File: src/rtl/encoder_pool_stage.sv
// Streaming 2x2 signed max-pool for the encoder path: forwards every accepted
// sample on the skip port and emits one pooled maximum per 2x2 window.
//
// state | meaning
// IDLE  | waiting for start; counters cleared on start
// RUN   | accepting samples, channel-planar raster order
// DRAIN | last sample taken, waiting for the final pooled result to leave
// DONE  | one-cycle done pulse, then back to IDLE
module encoder_pool_stage #(
  parameter int INPUT_WIDTH  = 16,
  parameter int INPUT_HEIGHT = 16,
  parameter int CHANNELS     = 4,
  parameter int DATA_WIDTH   = 16
) (
  input  logic                  i_clk,
  input  logic                  i_rst,
  input  logic                  i_start,
  input  logic                  i_in_valid,
  output logic                  o_in_ready,
  input  logic [DATA_WIDTH-1:0] i_in_data,
  output logic                  o_skip_valid,
  output logic [DATA_WIDTH-1:0] o_skip_data,
  output logic                  o_pool_valid,
  input  logic                  i_pool_ready,
  output logic [DATA_WIDTH-1:0] o_pool_data,
  output logic                  o_busy,
  output logic                  o_done
);

  localparam int COL_W = $clog2(INPUT_WIDTH);
  localparam int ROW_W = $clog2(INPUT_HEIGHT);
  localparam int CH_W  = (CHANNELS > 1) ? $clog2(CHANNELS) : 1;
  localparam int LB_N  = INPUT_WIDTH / 2;
  localparam int LB_AW = (LB_N > 1) ? $clog2(LB_N) : 1;

  typedef enum logic [1:0] {S_IDLE, S_RUN, S_DRAIN, S_DONE} state_t;

  state_t r_state;
  state_t w_next;

  logic [COL_W-1:0]      r_col;
  logic [ROW_W-1:0]      r_row;
  logic [CH_W-1:0]       r_ch;
  logic [DATA_WIDTH-1:0] r_h;
  logic [DATA_WIDTH-1:0] r_lb [LB_N];
  logic [DATA_WIDTH-1:0] r_pool_data;
  logic                  r_pool_valid;
  logic [DATA_WIDTH-1:0] r_skip_data;
  logic                  r_skip_valid;

  logic                  w_accept;
  logic                  w_last_col;
  logic                  w_last_row;
  logic                  w_last_ch;
  logic                  w_last_sample;
  logic                  w_pool_load;
  logic                  w_lb_write;
  logic [LB_AW-1:0]      w_lb_idx;
  logic [DATA_WIDTH-1:0] w_max_hs;
  logic [DATA_WIDTH-1:0] w_max3;

  function automatic logic [DATA_WIDTH-1:0] smax(input logic [DATA_WIDTH-1:0] a,
                                                 input logic [DATA_WIDTH-1:0] b);
    return ($signed(a) > $signed(b)) ? a : b;
  endfunction

  assign o_in_ready    = (r_state == S_RUN) && !(r_pool_valid && !i_pool_ready);
  assign w_accept      = i_in_valid && o_in_ready;
  assign w_last_col    = (r_col == COL_W'(INPUT_WIDTH - 1));
  assign w_last_row    = (r_row == ROW_W'(INPUT_HEIGHT - 1));
  assign w_last_ch     = (r_ch == CH_W'(CHANNELS - 1));
  assign w_last_sample = w_last_col && w_last_row && w_last_ch;
  assign w_lb_idx      = LB_AW'(r_col >> 1);
  assign w_max_hs      = smax(r_h, i_in_data);
  assign w_max3        = smax(r_lb[w_lb_idx], w_max_hs);
  assign w_lb_write    = w_accept && !r_row[0] && r_col[0];
  assign w_pool_load   = w_accept && r_row[0] && r_col[0];

  assign o_skip_valid  = r_skip_valid;
  assign o_skip_data   = r_skip_data;
  assign o_pool_valid  = r_pool_valid;
  assign o_pool_data   = r_pool_data;
  assign o_busy        = (r_state == S_RUN) || (r_state == S_DRAIN);
  assign o_done        = (r_state == S_DONE);

  always_comb begin
    w_next = r_state;
    case (r_state)
      S_IDLE:  if (i_start) w_next = S_RUN;
      S_RUN:   if (w_accept && w_last_sample) w_next = S_DRAIN;
      S_DRAIN: if (!r_pool_valid || i_pool_ready) w_next = S_DONE;
      S_DONE:  w_next = S_IDLE;
      default: w_next = S_IDLE;
    endcase
  end

  always_ff @(posedge i_clk) begin
    if (!i_rst) begin
      r_state      <= S_IDLE;
      r_col        <= '0;
      r_row        <= '0;
      r_ch         <= '0;
      r_h          <= '0;
      r_pool_data  <= '0;
      r_pool_valid <= 1'b0;
      r_skip_data  <= '0;
      r_skip_valid <= 1'b0;
    end else begin
      r_state      <= w_next;
      r_skip_valid <= w_accept;
      if (w_accept) r_skip_data <= i_in_data;

      if (r_state == S_IDLE && i_start) begin
        r_col <= '0;
        r_row <= '0;
        r_ch  <= '0;
      end else if (w_accept) begin
        if (w_last_col) begin
          r_col <= '0;
          if (w_last_row) begin
            r_row <= '0;
            r_ch  <= w_last_ch ? '0 : r_ch + 1'b1;
          end else begin
            r_row <= r_row + 1'b1;
          end
        end else begin
          r_col <= r_col + 1'b1;
        end
      end

      if (w_accept && !r_col[0]) r_h <= i_in_data;

      // A new result may load in the same cycle the old one is taken.
      if (w_pool_load) begin
        r_pool_data  <= w_max3;
        r_pool_valid <= 1'b1;
      end else if (r_pool_valid && i_pool_ready) begin
        r_pool_valid <= 1'b0;
      end
    end
  end

  // Every entry is rewritten on the even row before the odd row reads it.
  always_ff @(posedge i_clk) begin
    if (w_lb_write) r_lb[w_lb_idx] <= w_max_hs;
  end

endmodule
File: config.mk
export PLATFORM = sky130hd
export DESIGN_NAME = encoder_pool_stage
export DESIGN_NICKNAME = d
export VERILOG_FILES = /design/src/rtl/encoder_pool_stage.sv
export SDC_FILE = /design/constraint.sdc
export NUM_CORES = 1
export LEC_CHECK = 0
export BUFFER_PORTS_ARGS = -buffer_cell sky130_fd_sc_hd__buf_2
export CORE_MARGIN = 1.5
export CORE_UTILIZATION = 50
export DETAILED_ROUTE_END_ITERATION = 8
export PLACE_DENSITY = 0.66
export SYNTH_ARGS = -nofsm -noshare
export SYNTH_HDL_FRONTEND = slang
export SYNTH_SLANG_ARGS = --single-unit
File: constraint.sdc
create_clock -name i_clk -period 15.8 [get_ports i_clk]
set_clock_uncertainty 0.2 [all_clocks]
set_input_delay 3.16 -clock i_clk [delete_from_list [all_inputs] [get_ports i_clk]]
set_output_delay 3.16 -clock i_clk [all_outputs]
set_load 0.05 [all_outputs]
==> summary.txt, run 1 <==
Outcome
  – Status: completed

Timing
  – Fin crit share: 52.2%
  – Final hold viol count: 0
  – Relative slew slack: 13.6%
  – Worst setup margin: 7560 ps
  – Max Slew Vio Count: 0
  – Fmax: 0.121 GHz
  – Slew @ Worst Pin: 1290 ps
  – RSZ-0062 raised after global routing: false
  – Min Tclk post-route: 8240 ps
  – Endpoints failing setup: 0
  – Setup_tns: 0 ps

Clock network
  – CTS max path bufs: 2
  – Clock latency on the worst-skew pair: 430 ps
  – Hold Buf Count CTS: 0
  – Clock slew at reported path FFs: 70 ps
  – Clock sink count: 193
  – Clock root cell: clkbuf_16
  – Setup bufs post-CTS: 0
  – Total CTS buffers: 17
  – H-tree lvl count: 4
  – CTS tree: built
  – CTS-repair resized insts: 0

Synthesis
  – Post-synth EDFFs: 128
  – Mapped cell area: 8780 sq um
  – Top post-synthesis cells by area: edfxtp_1, dfxtp_1, mux4_2
  – Synth Flop Type: edfxtp_1
  – Synth cell types: 43
  – Avg Inst Size Synth: 13.3 sq um
  – Seq cells post-synth: 193
  – Sequential area share after synthesis: 58.6%
  – Post-synthesis mux area share: 16.4%
  – Share of the synthesized area in the top cell type: 43.8%
  – Post-Syn Nets: 723
  – Yosys warnings: 0
  – Adder-Cell Fraction of Synth Area: 5.70%
  – Post-Synthesis Cells: 662
  – Largest family of logic cells by synthesized area: multiplexers
  – Compound-Gate Fraction of Synth Area: 7.31%
  – Post-Synth Simple-Gate Area: 8.21%
  – Post-Synth XOR/XNOR Area: 0.399%
  – Largest area contributor in the netlist: edfxtp_1
  – FFs w/ async S/R, synth: 0%

Drt
  – Remaining antenna violation count: 0
  – DRC Markers: 0
  – DRT Wirelength: 18.6 mm
  – Via Count: 5449
  – Pre-Repair DR Iteration Count: 4
  – Initial drt markers: 354
  – Routed vias/inst: 5.78
  – Wirelength per Cell: 19.7 um

Global route
  – First-pass GRT wire length: 29.3 mm
  – Met1 Use GR: 27.9%
  – Vias in the first global route: 5407
  – GR peak layer: met2
  – GR Util met2: 36.7%
  – Grt ovf: 0
  – Initial antenna violation count: 0
  – Met3 usage: 3.74%
  – Tot GR Track Use: 21.4%
  – Largest net degree at the start of global routing: 40

Pwr
  – Clock group share of total power: 34.0%
  – Power Total: 1.26 mW
  – Leak: 3.66 nW
  – Int Pwr: 0.878 mW
  – Flop pwr share: 46.8%
  – Combinational Power Share: 19.2%
  – Sw Ratio: 30.2%
  – Net Switching: 0.380 mW
  – Power per cell area: 128 nW/um^2
  – Worst vdd ir: 0.0000750 V

Place
  – Worst slack, placed: 7210 ps
  – Port Buffers: 57
  – Placed cell area: 9270 sq um
  – Placed insts: 911
  – RD Place Congestion: 0.812
  – Post-DP HPWL: 12.3 mm

Floorplan
  – IO Count: 58
  – DIE WIDTH: 136 um
  – Core area: 17200 sq um
  – Die Y: 136 um
  – Initial Utilization: 51.0%
  – Row count: 48
  – Die Area: 18400 sq um

Final layout
  – Share of cells above drive strength 1: 23.1%
  – Fillcell total: 1362
  – Area Growth Syn to Fin: 12.3%
  – Diodes inserted: 0
  – Fin area: 9860 sq um
  – Count of non-filler cells in the finished layout: 943
  – # nets final: 766

Worst setup path
  – CP required: 15930 ps
  – Critical R2R Launch: r_h[15]$_SDFFE_PN0P_
  – CP Class: in2reg
  – Worst path bufs/invs: 2
  – CP Launch Type: primary input
  – Crit-path max cell delay: 1020 ps
  – Crit end category: flop
  – R2r worst-path depth: 11
  – R2R Setup Slk: 10130 ps
  – Crit-path max FO: 19
  – Critical path's slowest cell: a2111oi_2
  – Worst R2R End: o_pool_data[8]$_SDFFE_PN0P_
  – CP startpoint: i_in_data[15]
  – Crit path capture: o_pool_data[8]$_SDFFE_PN0P_
  – Critical Path Stages: 13
  – Crit-path leading delay family: compound AO/OA/AOI/OAI gates
  – Worst EP arrival: 8370 ps
  – Critical Path, Cell by Cell: buf_2 -> inv_1 -> ha_1 -> nand4_1 -> nor4_1 -> a211o_1 -> mux2_2 -> ha_1 -> nand4_1 -> or3_4 -> a2111oi_2 -> o21ai_0 -> o211ai_1

Job
  – Maxcap violations: 0

Min path
  – Worst Hold Launch: o_skip_data[4]$_SDFFE_PN0P_
  – HP Class: reg2reg
## worst min-delay path by stage
stage                                              end  slack, ps  cells past startpoint
final                      o_skip_data[4]$_SDFFE_PN0P_        270                      2
after global routing      o_skip_data[12]$_SDFFE_PN0P_        290                      2
after CTS                  o_skip_data[4]$_SDFFE_PN0P_        270                      2
after detailed placement  o_skip_data[11]$_SDFFE_PN0P_        260                      2
after global placement    o_skip_data[13]$_SDFFE_PN0P_        250                      2
after floorplan                  r_row[3]$_SDFFE_PP0P_        260                      2
## worst register-to-register path: stages, from the launching register on
cell,delay [ps]
dfxtp_1,340
ha_1,890
nand4_1,270
nor4_1,500
a211o_1,580
mux2_2,450
ha_1,340
nand4_1,140
or3_4,420
a2111oi_2,1020
o21ai_0,250
o211ai_1,190
## flip-flops by register name (all words and copies together) (netlist names), named ones only
name	flops
r_lb	128
r_state	2
r_ch	2
o_skip_valid	1
r_col	4
r_h	16
o_pool_valid	1
o_skip_data	16
o_pool_data	16
r_row	4
## layer usage
layer	up-vias	part of all wire (%)
met4	0	1.2
li1	2543	-
met1	2732	43
met5	-	0
met2	151	51
met3	23	4.7
## placed cells by master (no fill, tap or decap), types with 2 or more instances in the layout
cell type     n
inv_8         4
nor2_1       26
nor3_1        4
nand2b_1      2
a21boi_0     17
and3b_1       2
a21o_1        2
buf_4         2
mux2i_1      37
clkinvlp_4    3
dfxtp_1      63
mux4_2       32
dfxtp_2       2
o211ai_1     16
clkbuf_16    17
nand3_1       5
clkinv_4      3
nand4_1       8
nand2_1      69
a211oi_1      2
ha_1         40
inv_1        38
xor2_1        3
edfxtp_1    128
mux2_2       31
nor2b_1      20
and2_1        3
o21ai_0      19
a21oi_1      33
or3_1         3
inv_6         3
nor3b_4       3
buf_2        57
## logic make-up after synthesis
logic type,count (synthesis)
AO/OA/AOI/OAI,99
XOR/XNOR,4
adder cells (fa/ha/maj),40
buffers and inverters,73
flip-flops,193
multiplexers,100
AND/OR/NAND/NOR,153
## cell type report
cell class / count / area, sq um / share of cell area (%)
multi-input combinational: 396 / 3400 / 34.4
timing repair buffer: 59 / 300 / 3.05
clock buffer: 17 / 425 / 4.31
inverter: 38 / 143 / 1.45
sequential: 193 / 5150 / 52.2
tap: 225 / 282 / 2.86
clock inverter: 15 / 166 / 1.69
## Yosys cell counts, types with 3 or more instances
cell type	count
buf_2	8
nor3_1	5
o21ai_0	19
nand4_1	8
nor2b_1	20
mux2_2	31
inv_1	38
nor2_1	27
nor3b_1	4
xor2_1	3
clkbuf_1	23
o211ai_1	16
edfxtp_1	128
mux2i_1	37
a21boi_0	18
nand2_1	69
ha_1	40
and2_1	3
mux4_2	32
a21oi_1	33
nand3_1	5
dfxtp_1	65
or3_1	3
## metrics by stage
stage | util, % | hold WS (ps)
6_report | 57.2 | 267
2_1_floorplan | - | 258
5_1_grt | 57.2 | 289
3_5_place_dp | 53.8 | 257
3_3_place_gp | 53.8 | 249
4_1_cts | 57.2 | 269
## power groups by stage
stage               Combinational [mW]  Sequential (mW)  Clock (mW)
finish                           0.241            0.589       0.428
global route                     0.266            0.591       0.451
CTS                              0.241            0.589       0.434
detailed placement               0.240            0.600           0
global placement                 0.230            0.599           0
floorplan                        0.162            0.618           0
(Power assumes the default switching activity.)
==> run 2: changes to the inputs <==
ABC_AREA = 1   (was not set)
clock period = 7.8 ns   (was 15.8 ns; I/O delays follow)
==> run 2 against run 1 <==
Effect of this change: synthesized cell count is 42% higher; register-to-register slack worse by 6800 ps; non-clock buffer count is 11 higher; power is 110% higher; via count is 19% higher; count of clock-buffer cells in the layout is 1 higher; core utilization grew 0.066 points; wire length is 5.0% higher; largest power group unchanged.
==> summary.txt, run 2 <==
Synthesis
  – Post-Synthesis Cells: 943 (was 662)
  – Synth Flop Type: edfxtp_1 (unchanged)
  – Mapped cell area: 9010 sq um (was 8780 sq um)
  – Sequential area share after synthesis: 57.1% (was 58.6%)
  – Largest area contributor in the netlist: edfxtp_1 (unchanged)
  – Post-synth EDFFs: 128 (unchanged)
  – Most instantiated library cell after synthesis: nand2_1 (was edfxtp_1)
  – Synth top cells by count: nand2_1, edfxtp_1, nor2_1 (was edfxtp_1, nand2_1, dfxtp_1)
  – Share of the synthesized area in the top cell type: 42.7% (was 43.8%)
  – Seq cells post-synth: 193 (unchanged)
  – Avg Inst Size Synth: 9.55 sq um (was 13.3 sq um)
  – Synth cell types: 37 (was 43)
  – Post-Syn Nets: 1004 (was 723)
  – Top post-synthesis cells by area: edfxtp_1, dfxtp_1, o21ai_0 (was edfxtp_1, dfxtp_1, mux4_2)
  – Yosys warnings: 0 (unchanged)
  – FFs w/ async S/R, synth: 0% (unchanged)

Timing
  – Endpoints failing setup: 0 (unchanged)
  – Final hold viol count: 0 (unchanged)
  – Fmax: 0.186 GHz
  – Min Tclk post-route: 5370 ps
  – Setup_tns: 0 ps (unchanged)
  – Slew @ Worst Pin: 1040 ps (was 1290 ps)
  – RSZ-0062 raised after global routing: false (unchanged)
  – Max Slew Vio Count: 0 (unchanged)
  – Relative slew slack: 30.9% (was 13.6%)
  – Fin crit share: 68.8%

Drt
  – Via Count: 6489 (was 5449)
  – DRC Markers: 0 (unchanged)
  – Initial drt markers: 519 (was 354)
  – Routed vias/inst: 5.31 (was 5.78)
  – DRT Wirelength: 19.5 mm (was 18.6 mm)
  – Remaining antenna violation count: 0 (unchanged)
  – Wirelength per Cell: 16.0 um (was 19.7 um)
  – Pre-Repair DR Iteration Count: 5 (was 4)

Final layout
  – Largest Register: r_lb (unchanged)
  – Fin area: 10000 sq um (was 9860 sq um)
  – Commonest cells after routing, fill and taps aside: nand2_1, edfxtp_1, nor2_1 (was edfxtp_1, nand2_1, dfxtp_1)
  – Fillcell total: 1493 (was 1362)
  – # nets final: 1047 (was 766)
  – Diodes inserted: 0 (unchanged)
  – Share of cells above drive strength 1: 14.5% (was 23.1%)
  – Largest register FFs: 128 (unchanged)
  – Count of non-filler cells in the finished layout: 1223 (was 943)
  – Area Growth Syn to Fin: 11.1% (was 12.3%)
  – Most common cell after layout, fill and taps aside: nand2_1 (was edfxtp_1)

Worst setup path
  – Critical path's slowest cell: nand3_4 (was a2111oi_2)
  – Critical Path, Cell by Cell: buf_2 -> inv_1 -> ha_1 -> a21oi_1 -> o21ai_1 -> a21oi_2 -> nand3_2 -> nand3_4 -> nand2_1 -> nand2_1 -> inv_1 -> ha_1 -> a21oi_1 -> nor2_1 -> nor2_1 -> nand2_1 -> nand2_1 -> nand2_1 -> nand2_2 -> nand3_2 -> nand3_1 -> nand2_1 -> a21oi_2 (was buf_2 -> inv_1 -> ha_1 -> nand4_1 -> nor4_1 -> a211o_1 -> mux2_2 -> ha_1 -> nand4_1 -> or3_4 -> a2111oi_2 -> o21ai_0 -> o211ai_1)
  – CP Launch Type: primary input (unchanged)
  – CP required: 7960 ps (was 15930 ps)
  – CP Class: in2reg (unchanged)
  – Crit end category: flop (unchanged)
  – Crit-path max cell delay: 370 ps (was 1020 ps)
  – Crit-path max FO: 17 (was 19)
  – R2r worst-path depth: 16 (was 11)
  – Worst R2R End: o_pool_data[2]$_SDFFE_PN0P_ (was o_pool_data[8]$_SDFFE_PN0P_)
  – Worst EP arrival: 5530 ps (was 8370 ps)
  – CP startpoint: i_in_data[15] (unchanged)
  – Crit path top cell by count: nand2_1
  – R2R Setup Slk: 3340 ps (was 10130 ps)

Clock network
  – Clock slew at reported path FFs: 70 ps (about the same)
  – Clock root cell: clkbuf_16 (unchanged)
  – Setup bufs post-CTS: 0 (unchanged)
  – Clock sink count: 193 (unchanged)
  – CTS-repair resized insts: 0 (unchanged)
  – H-tree lvl count: 4 (unchanged)
  – Hold Buf Count CTS: 0 (unchanged)
  – Total CTS buffers: 17 (unchanged)
  – CTS tree: built (unchanged)
  – Clock latency on the worst-skew pair: 430 ps (about the same)
  – CTS max path bufs: 2 (unchanged)

Floorplan
  – Row count: 48 (unchanged)
  – DIE WIDTH: 137 um (was 136 um)
  – Initial Utilization: 51.5% (was 51.0%)
  – Die Y: 137 um (was 136 um)
  – Die Area: 18800 sq um (was 18400 sq um)
  – Core area: 17500 sq um (was 17200 sq um)
  – IO Count: 58 (unchanged)

Place
  – Placed cell area: 9470 sq um (was 9270 sq um)
  – Port Buffers: 57 (unchanged)
  – Placed insts: 1192 (was 911)
  – RD Place Congestion: 0.857 (was 0.812)
  – Post-DP HPWL: 12.6 mm (was 12.3 mm)

Global route
  – Vias in the first global route: 6004 (was 5407)
  – First-pass GRT wire length: 31.8 mm (was 29.3 mm)
  – Largest net degree at the start of global routing: 66 (was 40)
  – Grt ovf: 0 (unchanged)
  – Tot GR Track Use: 22.4% (was 21.4%)
  – Initial antenna violation count: 0 (unchanged)

Pwr
  – Power per cell area: 264 nW/um^2 (was 128 nW/um^2)
  – Worst vdd ir: 0.000157 V (was 0.0000750 V)
  – Leak: 4.04 nW (was 3.66 nW)

Min path
  – Hold Path Stages: 2 (unchanged)
  – HP Class: reg2reg (unchanged)
  – End of the worst hold path: o_pool_data[10]$_SDFFE_PN0P_ (was o_skip_data[4]$_SDFFE_PN0P_)
  – Worst Hold Launch: o_pool_data[10]$_SDFFE_PN0P_ (was o_skip_data[4]$_SDFFE_PN0P_)

Job
  – Maxcap violations: 0 (unchanged)

Outcome
  – Status: completed (unchanged)
run 2: changes by cell type after synthesis, moves of 20 or more:
cell     before  now
nand4_1       8   33
mux4_2       32    0
a21oi_1      33   54
nand2_1      69  131
mux2i_1      37    0
o21ai_0      19  101
nand3_1       5   40
nor2_1       27  124
nor2b_1      20    0
mux2_2       31    0
inv_1        38   86
run 2: how the worst max path moves through the flow:
stage,endpoint,cells past startpoint
final,o_pool_data[9]$_SDFFE_PN0P_,23
after global placement,o_pool_data[12]$_SDFFE_PN0P_,21
after global routing,o_pool_data[3]$_SDFFE_PN0P_,23
after floorplan,o_pool_data[12]$_SDFFE_PN0P_,23
after detailed placement,o_pool_data[2]$_SDFFE_PN0P_,23
after CTS,o_pool_data[9]$_SDFFE_PN0P_,23
run 2: power by group:
group | total [mW] | switching, mW | leakage (nW) | internal, mW
combinational | 0.634 | 0.463 | 2.09 | 0.171
clock | 0.812 | 0.374 | 0.250 | 0.437
sequential | 1.19 | 0.0260 | 1.69 | 1.17
run 2: layout make-up:
cell class              count  area (sq um)  area share, %
flip-flops and latches    193          5150           51.4
multi-input cells         612          3310           33.1
clock buffers              18           429           4.29
repair buffers             70           383           3.83
inverters                  92           345           3.45
well taps                 225           282           2.81
clock inverters            13           113           1.13
run 2: cells by family after synthesis:
family                     synth area share (%)
adders and majority gates                  5.56
and+or+nand+nor                            18.3
buffers and inverters                      6.36
AOI/OAI and AO/OA                          12.5
xor gates and xnor gates                 0.0973
DFF                                        57.1
run 2: critical path: cells and delay by family:
kind                     cells  cell delay, ps
buffers and inverters        3             290
AND/OR/NAND/NOR             13            2340
adder cells (fa/ha/maj)      2             670
AO/OA/AOI/OAI                5             680
run 2: per-layer routing:
layer,GRT usage (%),wire length [um]
met1,31.2,9310
met4,7.72,408
met5,0,0
met2,35.8,8950
met3,3.83,848
run 2: stage by stage:
stage               utilization (%)  hold WS, ps  power [mW]  setup WS, ps
floorplan                         -          248        1.71          3080
global placement               54.2          264        1.84          2120
detailed placement             54.2          264        1.85          2020
CTS                            57.3          280        2.65          2440
global route                   57.3          295        2.78          1920
finish                         57.3          281        2.64          2430
==> run 3: changes to the inputs <==
ABC_AREA = 0   (was 1)
PLACE_DENSITY = 0.68   (was 0.66)
clock period = 4.8 ns   (was 7.8 ns; I/O delays follow)
==> run 3 against run 2 <==
Effect of this change: critical path depth fell by 6; global-route usage fell by 1.0 points; register-to-register slack got worse by 2700 ps; count of clock-buffer cells in the layout fell by 1; first-iteration DRC count fell by 34%; worst setup slack got worse by 2100 ps; clock power rose by 72%; die area fell by 2.4%; via count fell by 13%; worst hold slack got worse by 18 ps.
==> summary.txt, run 3 (synthesis gave the netlist of run 1 again) <==
Outcome
  – Status: completed (unchanged)

Floorplan
  – Row count: 48 (unchanged)
  – IO Count: 58 (unchanged)
  – DIE WIDTH: 136 um (was 137 um)
  – Core area: 17200 sq um (was 17500 sq um)
  – Die Area: 18400 sq um (was 18800 sq um)
  – Die Y: 136 um (was 137 um)
  – Initial Utilization: 51.0% (was 51.5%)

Timing
  – Endpoints failing setup: 0 (unchanged)
  – Slew @ Worst Pin: 1190 ps (was 1040 ps)
  – Worst setup margin: 306 ps (was 2430 ps)
  – Max Slew Vio Count: 0 (unchanged)
  – Min Tclk post-route: 4490 ps
  – Setup_tns: 0 ps (unchanged)
  – Hold Slack: 262 ps (was 281 ps)
  – RSZ-0062 raised after global routing: false (unchanged)
  – Fin crit share: 93.6%
  – Fmax: 0.223 GHz
  – Final hold viol count: 0 (unchanged)
  – Relative slew slack: 20.8% (was 30.9%)

Worst setup path
  – Crit end category: flop (unchanged)
  – Worst EP arrival: 4640 ps (was 5530 ps)
  – CP startpoint: i_in_data[5] (was i_in_data[15])
  – CP Class: in2reg (unchanged)
  – R2r worst-path depth: 15 (was 16)
  – Critical R2R Launch: r_h[7]$_SDFFE_PN0P_
  – Crit-path max FO: 8 (was 17)
  – CP required: 4950 ps (was 7960 ps)
  – CP Launch Type: primary input (unchanged)

Pwr
  – Power Total: 4.23 mW (was 2.64 mW)
  – Power per cell area: 408 nW/um^2 (was 264 nW/um^2)
  – Worst vdd ir: 0.000256 V (was 0.000157 V)
  – Leak: 3.99 nW (was 4.04 nW)

Clock network
  – CTS tree: built (unchanged)
  – H-tree lvl count: 4 (unchanged)
  – CTS max path bufs: 2 (unchanged)
  – Clock latency on the worst-skew pair: 430 ps (about the same)
  – Clock sink count: 193 (unchanged)
  – Hold Buf Count CTS: 0 (unchanged)
  – Total CTS buffers: 17 (unchanged)
  – Clock slew at reported path FFs: 70 ps (about the same)
  – Clock root cell: clkbuf_16 (unchanged)

Final layout
  – Count of non-filler cells in the finished layout: 1008 (was 1223)
  – Area Growth Syn to Fin: 18.2% (was 11.1%)
  – Fillcell total: 1307 (was 1493)
  – Sequential cell area: 5150 sq um (about the same)
  – # nets final: 831 (was 1047)
  – Largest Register: r_lb (unchanged)
  – Core Util, Final: 60.2% (was 57.3%)
  – Area of the multi-input gates: 3410 sq um (was 3310 sq um)
  – Commonest cells after routing, fill and taps aside: edfxtp_1, nand2_1, buf_4 (was nand2_1, edfxtp_1, nor2_1)
  – Diodes inserted: 0 (unchanged)
  – Largest register FFs: 128 (unchanged)
  – Fin area: 10400 sq um (was 10000 sq um)
  – Share of cells above drive strength 1: 29.5% (was 14.5%)
  – Most common cell after layout, fill and taps aside: edfxtp_1 (was nand2_1)

Global route
  – Grt ovf: 0 (unchanged)
  – First-pass GRT wire length: 29.4 mm (was 31.8 mm)
  – Tot GR Track Use: 21.4% (was 22.4%)
  – Largest net degree at the start of global routing: 40 (was 66)
  – Vias in the first global route: 5561 (was 6004)
  – Initial antenna violation count: 0 (unchanged)

Place
  – Worst slack, placed: -490 ps (was 2020 ps)
  – Post-DP HPWL: 12.7 mm (was 12.6 mm)
  – Placed cell area: 9770 sq um (was 9470 sq um)
  – Placed insts: 976 (was 1192)
  – RD Place Congestion: 0.848 (was 0.857)
  – Port Buffers: 57 (unchanged)

Drt
  – DRC Markers: 0 (unchanged)
  – Remaining antenna violation count: 0 (unchanged)
  – Routed vias/inst: 5.59 (was 5.31)
  – Initial drt markers: 340 (was 519)
  – DRT Wirelength: 18.7 mm (was 19.5 mm)
  – Pre-Repair DR Iteration Count: 5 (unchanged)
  – Via Count: 5630 (was 6489)
  – Wirelength per Cell: 18.5 um (was 16.0 um)

Min path
  – Worst Hold Launch: o_skip_data[8]$_SDFFE_PN0P_ (was o_pool_data[10]$_SDFFE_PN0P_)
  – Hold Path Stages: 2 (unchanged)
  – HP Class: reg2reg (unchanged)

Job
  – Maxcap violations: 0 (unchanged)
-- run 3: cell types whose count changed in the layout (fill, tap and decap cells not counted), moves of 21 or more --
cell / before / now
nor2_1: 124 / 27
o21ai_0: 101 / 19
nand2_1: 131 / 69
buf_4: 13 / 66
inv_1: 86 / 38
mux2i_1: 0 / 37
nand3_1: 40 / 5
mux4_2: 0 / 32
mux2_2: 0 / 30
nand4_1: 33 / 8
a21oi_1: 54 / 33
-- run 3: critical path: stages --
cell and delay, ps:
buf_2 90, inv_1 50, ha_1 300, a21oi_1 140
o21ai_0 100, a221o_1 330, a211o_1 250, buf_4 180
mux2_2 290, ha_1 300, nand2_1 80, or3_4 430
o32ai_4 320, a211oi_1 70, or3_1 380, buf_4 180
o211ai_1 180
-- run 3: per-layer routing --
layer	GRT usage, %	up-vias	part of all wire [%]
li1	-	2662	-
met4	6.45	0	1.7
met5	0	-	0
met1	27.9	2795	44
met2	36.3	144	50
met3	4.34	29	4.2
-- run 3: repair_timing --
action | 4_1_cts | 5_1_grt
setup endpoints to repair | 3 | 0
hold endpoints to repair | 0 | 0
resized for setup | 1 | 0
buffers inserted | 0 | 0
-- run 3: cell type report --
| cell class | instances | share of cell area, % |
|---|---|---|
| sequential | 193 | 49.6 |
| multi-input combinational | 396 | 32.9 |
| timing repair buffer | 124 | 7.72 |
| clock buffer | 17 | 4.10 |
| tap | 225 | 2.71 |
| clock inverter | 15 | 1.59 |
| inverter | 38 | 1.37 |
-- run 3: power breakdown --
| part | internal [mW] | switching (mW) |
|---|---|---|
| combinational | 0.335 | 0.557 |
| clock | 0.741 | 0.658 |
| sequential | 1.89 | 0.0454 |
| total | 2.97 | 1.26 |
-- run 3: final timing paths --
check / to / slack (ps)
worst max-delay path: o_pool_data[12]$_SDFFE_PN0P_ / 310
worst max register to register: o_pool_data[12]$_SDFFE_PN0P_ / 600
worst min-delay path: o_skip_data[8]$_SDFFE_PN0P_ / 260
worst min register to register: o_skip_data[8]$_SDFFE_PN0P_ / 260
